==> src/rtl/bist_session_scheduler.sv <==
// bist_session_scheduler
// Shares one BIST controller among N_REQ requesters with round-robin
// arbitration. Each granted session pulses ctrl_start, follows the
// controller through running / bist_end and reports pass/fail back to the
// owner. A watchdog pulls ctrl_reset high to recover a hung controller.
//
// Handshake: req_i is a one-cycle pulse that queues a session for that
// requester. The owner sees grant_o from START to REPORT. done_o pulses for
// one cycle to the owner. pass_o and timeout_o are meaningful only while
// done_o is non-zero. There is no back-pressure: requests are never dropped
// because each requester holds at most one queued session.
module bist_session_scheduler #(
  parameter int N_REQ       = 3,
  parameter int TIMEOUT_CYC = 64,
  parameter int RST_CYC     = 4
) (
  input  logic             clk_i,
  input  logic             reset_i,
  input  logic [N_REQ-1:0] req_i,
  output logic [N_REQ-1:0] grant_o,
  output logic [N_REQ-1:0] done_o,
  output logic             pass_o,
  output logic             timeout_o,
  output logic             busy_o,
  output logic [7:0]       sess_cnt_o,
  output logic             ctrl_start_o,
  output logic             ctrl_reset_o,
  input  logic             ctrl_running_i,
  input  logic             ctrl_bist_end_i,
  input  logic             result_pass_i,
  output logic [2:0]       dbg_state_o
);

  localparam int PTR_W  = (N_REQ > 1) ? $clog2(N_REQ) : 1;
  localparam int WD_MAX = (TIMEOUT_CYC > RST_CYC) ? TIMEOUT_CYC : RST_CYC;
  localparam int WD_W   = $clog2(WD_MAX + 1);

  typedef enum logic [2:0] {
    S_IDLE     = 3'd0,
    S_START    = 3'd1,
    S_WAIT_RUN = 3'd2,
    S_RUN      = 3'd3,
    S_RECOVER  = 3'd4,
    S_REPORT   = 3'd5
  } state_t;

  state_t             state_q;
  logic [N_REQ-1:0]   pend_q;
  logic [N_REQ-1:0]   pend_d;
  logic [PTR_W-1:0]   rr_q;
  logic [WD_W-1:0]    wd_q;
  logic [N_REQ-1:0]   grant_q;
  logic [N_REQ-1:0]   done_q;
  logic               pass_q;
  logic               timeout_q;
  logic               busy_q;
  logic [7:0]         cnt_q;
  logic               start_q;
  logic               recover_q;

  logic [PTR_W-1:0]   win_idx;
  logic [PTR_W-1:0]   idx_hi;
  logic [PTR_W-1:0]   idx_any;
  logic               found_hi;
  logic [N_REQ-1:0]   win_onehot;
  logic               start_now;
  logic               wd_expired;
  logic               rc_expired;

  // Round-robin pick: lowest pending index above rr_q, else lowest pending overall.
  always_comb begin
    found_hi = 1'b0;
    idx_hi   = '0;
    idx_any  = '0;
    for (int i = N_REQ - 1; i >= 0; i--) begin
      if (pend_q[i]) begin
        idx_any = PTR_W'(i);
        if (i > int'(rr_q)) begin
          idx_hi   = PTR_W'(i);
          found_hi = 1'b1;
        end
      end
    end
    win_idx    = found_hi ? idx_hi : idx_any;
    win_onehot = N_REQ'(1) << win_idx;
  end

  // Pending set: the winner is cleared on START entry; a coinciding req re-queues it.
  always_comb begin
    start_now  = (state_q == S_IDLE) && (pend_q != '0);
    pend_d     = (pend_q & ~(start_now ? win_onehot : '0)) | req_i;
    wd_expired = (wd_q == WD_W'(TIMEOUT_CYC - 1));
    rc_expired = (wd_q == WD_W'(RST_CYC - 1));
  end

  // Session FSM with registered outputs; wd_q doubles as the recovery hold counter.
  always_ff @(posedge clk_i or posedge reset_i) begin
    if (reset_i) begin
      state_q   <= S_IDLE;
      pend_q    <= '0;
      rr_q      <= PTR_W'(N_REQ - 1);
      wd_q      <= '0;
      grant_q   <= '0;
      done_q    <= '0;
      pass_q    <= 1'b0;
      timeout_q <= 1'b0;
      busy_q    <= 1'b0;
      cnt_q     <= 8'd0;
      start_q   <= 1'b0;
      recover_q <= 1'b0;
    end else begin
      pend_q    <= pend_d;
      start_q   <= 1'b0;
      done_q    <= '0;
      pass_q    <= 1'b0;
      timeout_q <= 1'b0;
      case (state_q)
        S_IDLE: begin
          if (start_now) begin
            state_q <= S_START;
            rr_q    <= win_idx;
            grant_q <= win_onehot;
            start_q <= 1'b1;
            busy_q  <= 1'b1;
          end
        end
        S_START: begin
          wd_q    <= '0;
          state_q <= S_WAIT_RUN;
        end
        S_WAIT_RUN, S_RUN: begin
          if (ctrl_bist_end_i) begin
            state_q <= S_REPORT;
            done_q  <= grant_q;
            pass_q  <= result_pass_i;
            cnt_q   <= cnt_q + 8'd1;
          end else if (wd_expired) begin
            state_q   <= S_RECOVER;
            recover_q <= 1'b1;
            wd_q      <= '0;
          end else begin
            wd_q <= wd_q + WD_W'(1);
            if (state_q == S_WAIT_RUN && ctrl_running_i) begin
              state_q <= S_RUN;
            end
          end
        end
        S_RECOVER: begin
          if (rc_expired) begin
            state_q   <= S_REPORT;
            recover_q <= 1'b0;
            done_q    <= grant_q;
            timeout_q <= 1'b1;
            cnt_q     <= cnt_q + 8'd1;
          end else begin
            wd_q <= wd_q + WD_W'(1);
          end
        end
        S_REPORT: begin
          state_q <= S_IDLE;
          grant_q <= '0;
          busy_q  <= 1'b0;
        end
        default: begin
          state_q   <= S_IDLE;
          grant_q   <= '0;
          busy_q    <= 1'b0;
          recover_q <= 1'b0;
        end
      endcase
    end
  end

  // The controller is reset immediately by a system reset, not only at the next edge.
  assign ctrl_reset_o = reset_i | recover_q;
  assign grant_o      = grant_q;
  assign done_o       = done_q;
  assign pass_o       = pass_q;
  assign timeout_o    = timeout_q;
  assign busy_o       = busy_q;
  assign sess_cnt_o   = cnt_q;
  assign ctrl_start_o = start_q;
  assign dbg_state_o  = state_q;

endmodule

==> config.mk <==
export PLATFORM = sky130hd
export DESIGN_NAME = bist_session_scheduler
export DESIGN_NICKNAME = d
export VERILOG_FILES = /design/src/rtl/bist_session_scheduler.sv
export SDC_FILE = /design/constraint.sdc
export NUM_CORES = 1
export LEC_CHECK = 0
export CAP_MARGIN = 15
export CORE_MARGIN = 2
export CORE_UTILIZATION = 52
export CTS_CLUSTER_SIZE = 25
export DETAILED_ROUTE_END_ITERATION = 8
export PLACE_DENSITY = 0.76
export SYNTH_ARGS = -nofsm -noshare
export SYNTH_HDL_FRONTEND = slang
export SYNTH_SLANG_ARGS = --single-unit
==> constraint.sdc <==
create_clock -name clk_i -period 1.92 [get_ports clk_i]
set_input_delay 0.384 -clock clk_i [delete_from_list [all_inputs] [get_ports clk_i]]
set_output_delay 0.384 -clock clk_i [all_outputs]
set_load 0.005 [all_outputs]
==> impl_metrics.json <==
{
  "status": "finished clean",
  "r2r-end": "sess_cnt_o[6]",
  "cts_tree": "built",
  "skew_ns": 0.00464,
  "ff_latch_area_sq_um": 852,
  "grt.total_usage_pct": 22.5,
  "r2r-start": "wd_q[0]",
  "clock.fmax_mhz": 536,
  "synth_area_leaders": "dfrtp_1 48%, nand3_1 4.4%, xnor2_1 3.1%, o21ai_0 2.9%, nand2_1 2.6%",
  "clock_path_buffers": 2,
  "post-route-drc-count": 0,
  "coreArea_sq_um": 3100,
  "async_flop_share_pct": 100,
  "io_buffers": 29,
  "clkTransAtPathRegs_ns": 0.10,
  "worstMarginPinSlew_ns": 0.443,
  "min_from": "sess_cnt_o[7]",
  "multiInputGateArea_sq_um": 787,
  "vias_per_cell": 5.65,
  "cts-resized-gates": 0,
  "cts_root_buf": "clkbuf_4",
  "routed_wl_um": 3780,
  "worstRegToRegCells": 6,
  "synth_edf_count": 0,
  "seq_area_frac_synth_pct": 49.7,
  "end_kind": "output pin",
  "cts_hold_buf": 0,
  "yosysMostFrequentCell": "dfrtp_1",
  "dr.pass1.iters": 4,
  "ys.flop_type": "dfrtp_1",
  "design.die.area_sq_um": 3770,
  "cts.sinks": 34,
  "hold_violations": 0,
  "min_period_over_period_pct": 97.2,
  "synth_top_area_share_pct": 48.2,
  "grt_pass1_wl_um": 6150,
  "setup_slack_ns": 0.0536,
  "synth_common_cells": "33 x dfrtp_1, 15 x nand3_1, 12 x nand2_1",
  "pre_cts_slack_ns": 0.0436,
  "num_vias": 1400,
  "cts_max_level": 2,
  "yosys.area.top_type": "dfrtp_1",
  "grt_max_degree": 35,
  "p_seq_share_pct": 41.2,
  "ir_drop_uv": 683,
  "r2r_slack_ns": 0.20,
  "worst_setup_path_start_kind": "input port",
  "p_int_w": 0.00177,
  "tritoncts.num_buffers": 5,
  "clk_latency_ns": 0.33,
  "drt_iter0_markers": 126,
  "syn_nets": 174,
  "cp_max_fo": 2,
  "fin_setup_tns_ns": 0,
  "clkPwrFrac_pct": 14.2,
  "fill_cells": 264,
  "rsz0062_at_grt": "false",
  "hp-class": "flop to flop",
  "relSlewSlack_pct": 70.2,
  "place.gp.congestion": 0.847,
  "num_rows": 20,
  "p_sw_share_pct": 38.5,
  "critical_path_required_ns": 1.54,
  "synth.cell_area_sq_um": 1710,
  "powerDensity_nw_per_um2": 1350,
  "synthCells": 164,
  "ys_types": 45,
  "post-cts-setup-buffer-count": 0,
  "yosysWarningCount": 0,
  "grt_overflow": 0,
  "ant_nets": 0,
  "period_needed_ns": 1.87,
  "die_h_um": 61.4,
  "final_nets": 213,
  "area_growth_pct": 24.6,
  "start_util_pct": 55.2,
  "holdPathEnd": "sess_cnt_o[7]",
  "die_w_um": 61.4,
  "whs_path_depth": 1,
  "cp.arrival_ns": 1.48,
  "drive_above_1_share_pct": 16.7,
  "hpwl_um": 2660,
  "syn_area_per_cell_sq_um": 10.4,
  "p_sw_w": 0.00111,
  "wl_per_cell_um": 15.2,
  "drv_slew": 0,
  "leakagePower_nw": 0.916,
  "ys_ff_latch": 34,
  "cap_violations": 0,
  "finalSetupViolations": 0,
  "grt_pass1_vias": 1287,
  "critPathKind": "input port to output pin",
  "p_comb_share_pct": 44.6,
  "antenna_found_initial": 0,
  "pin_count": 30,
  "antenna_cells": 0
}
flip-flops by register name (all words and copies together) (netlist names):
register,count
recover_q,1
sess_cnt_o,8
ctrl_start_o,1
pass_o,1
busy_o,1
grant_o,3
done_o,3
timeout_o,1
dbg_state_o,3
wd_q,7
pend_q,3
rr_q,2
kinds of logic after synthesis:
| logic type | synth area share [%] |
|---|---|
| simple gates | 19.6 |
| compound gates | 19.3 |
| flops | 49.7 |
| buf+inv | 4.31 |
| xor+xnor | 3.58 |
| mux | 2.05 |
| fa+ha+maj | 1.46 |
cell type report:
| type | instances | area share (%) |
|---|---|---|
| multi-input cells | 117 | 36.9 |
| inverters | 8 | 1.41 |
| clock buffers | 7 | 2.58 |
| clock inverters | 1 | 0.234 |
| flip-flops and latches | 34 | 39.9 |
| well taps | 44 | 2.58 |
| repair buffers | 37 | 16.4 |
metrics by stage:
stage	hold slack (ns)	util [%]	power [W]	instances	area (sq um)
after floorplan	0.469	-	0.00195	164	1710
after global placement	0.462	66.9	0.00240	240	2070
after detailed placement	0.463	66.9	0.00247	240	2070
after CTS	0.481	68.8	0.00290	248	2130
after global routing	0.500	68.8	0.00312	248	2130
final	0.476	68.8	0.00288	248	2130
how the worst max path moves through the flow:
stage | start | to | slack, ns
3_5_place_dp | reset_i | ctrl_reset_o | 0.04
6_report | reset_i | ctrl_reset_o | 0.05
5_1_grt | reset_i | ctrl_reset_o | 0.02
2_1_floorplan | wd_q[0] | sess_cnt_o[1] | 0.19
3_3_place_gp | reset_i | ctrl_reset_o | 0.04
4_1_cts | reset_i | ctrl_reset_o | 0.04
layer usage:
| layer | wire [um] | part of all wire, % | track usage (%) | vias to the layer above |
|---|---|---|---|---|
| li1 | - | - | - | 678 |
| met1 | 1710 | 45 | 29.7 | 660 |
| met2 | 1820 | 48 | 36.2 | 54 |
| met3 | 198 | 5.2 | 4.41 | 8 |
| met4 | 51 | 1.4 | 10.0 | 0 |
| met5 | 0 | 0 | 0 | - |
worst max-delay path: stages:
cell	delay (ns)
clkdlybuf4s50_1	0.45
inv_1	0.05
nand2_1	0.08
clkdlybuf4s50_1	0.51
cell usage in the layout (no fill, tap or decap), types with 2 or more instances in the layout:
cell type and instances:
a21o_1 4, a21oi_1 8, and2_2 3, and3_1 4, buf_4 8, clkbuf_4 5
clkdlybuf4s50_1 29, dfrtp_1 33, ha_1 2, inv_1 8, mux2i_1 2, nand2_1 12
nand2b_1 2, nand3_1 15, nor2_1 10, nor2b_1 2, nor3_1 2, nor3_2 2
o2111ai_1 4, o211ai_1 5, o21ai_0 10, o221ai_1 2, xnor2_1 6
power groups by stage:
| stage | clock network, W | registers, W | logic, W |
|---|---|---|---|
| 2_1_floorplan | 0 | 0.00114 | 0.000815 |
| 3_3_place_gp | 0 | 0.00117 | 0.00123 |
| 3_5_place_dp | 0 | 0.00119 | 0.00127 |
| 4_1_cts | 0.000425 | 0.00118 | 0.00129 |
| 5_1_grt | 0.000463 | 0.00122 | 0.00143 |
| 6_report | 0.000410 | 0.00119 | 0.00128 |
No activity file was read; power rests on OpenSTA's default activity.
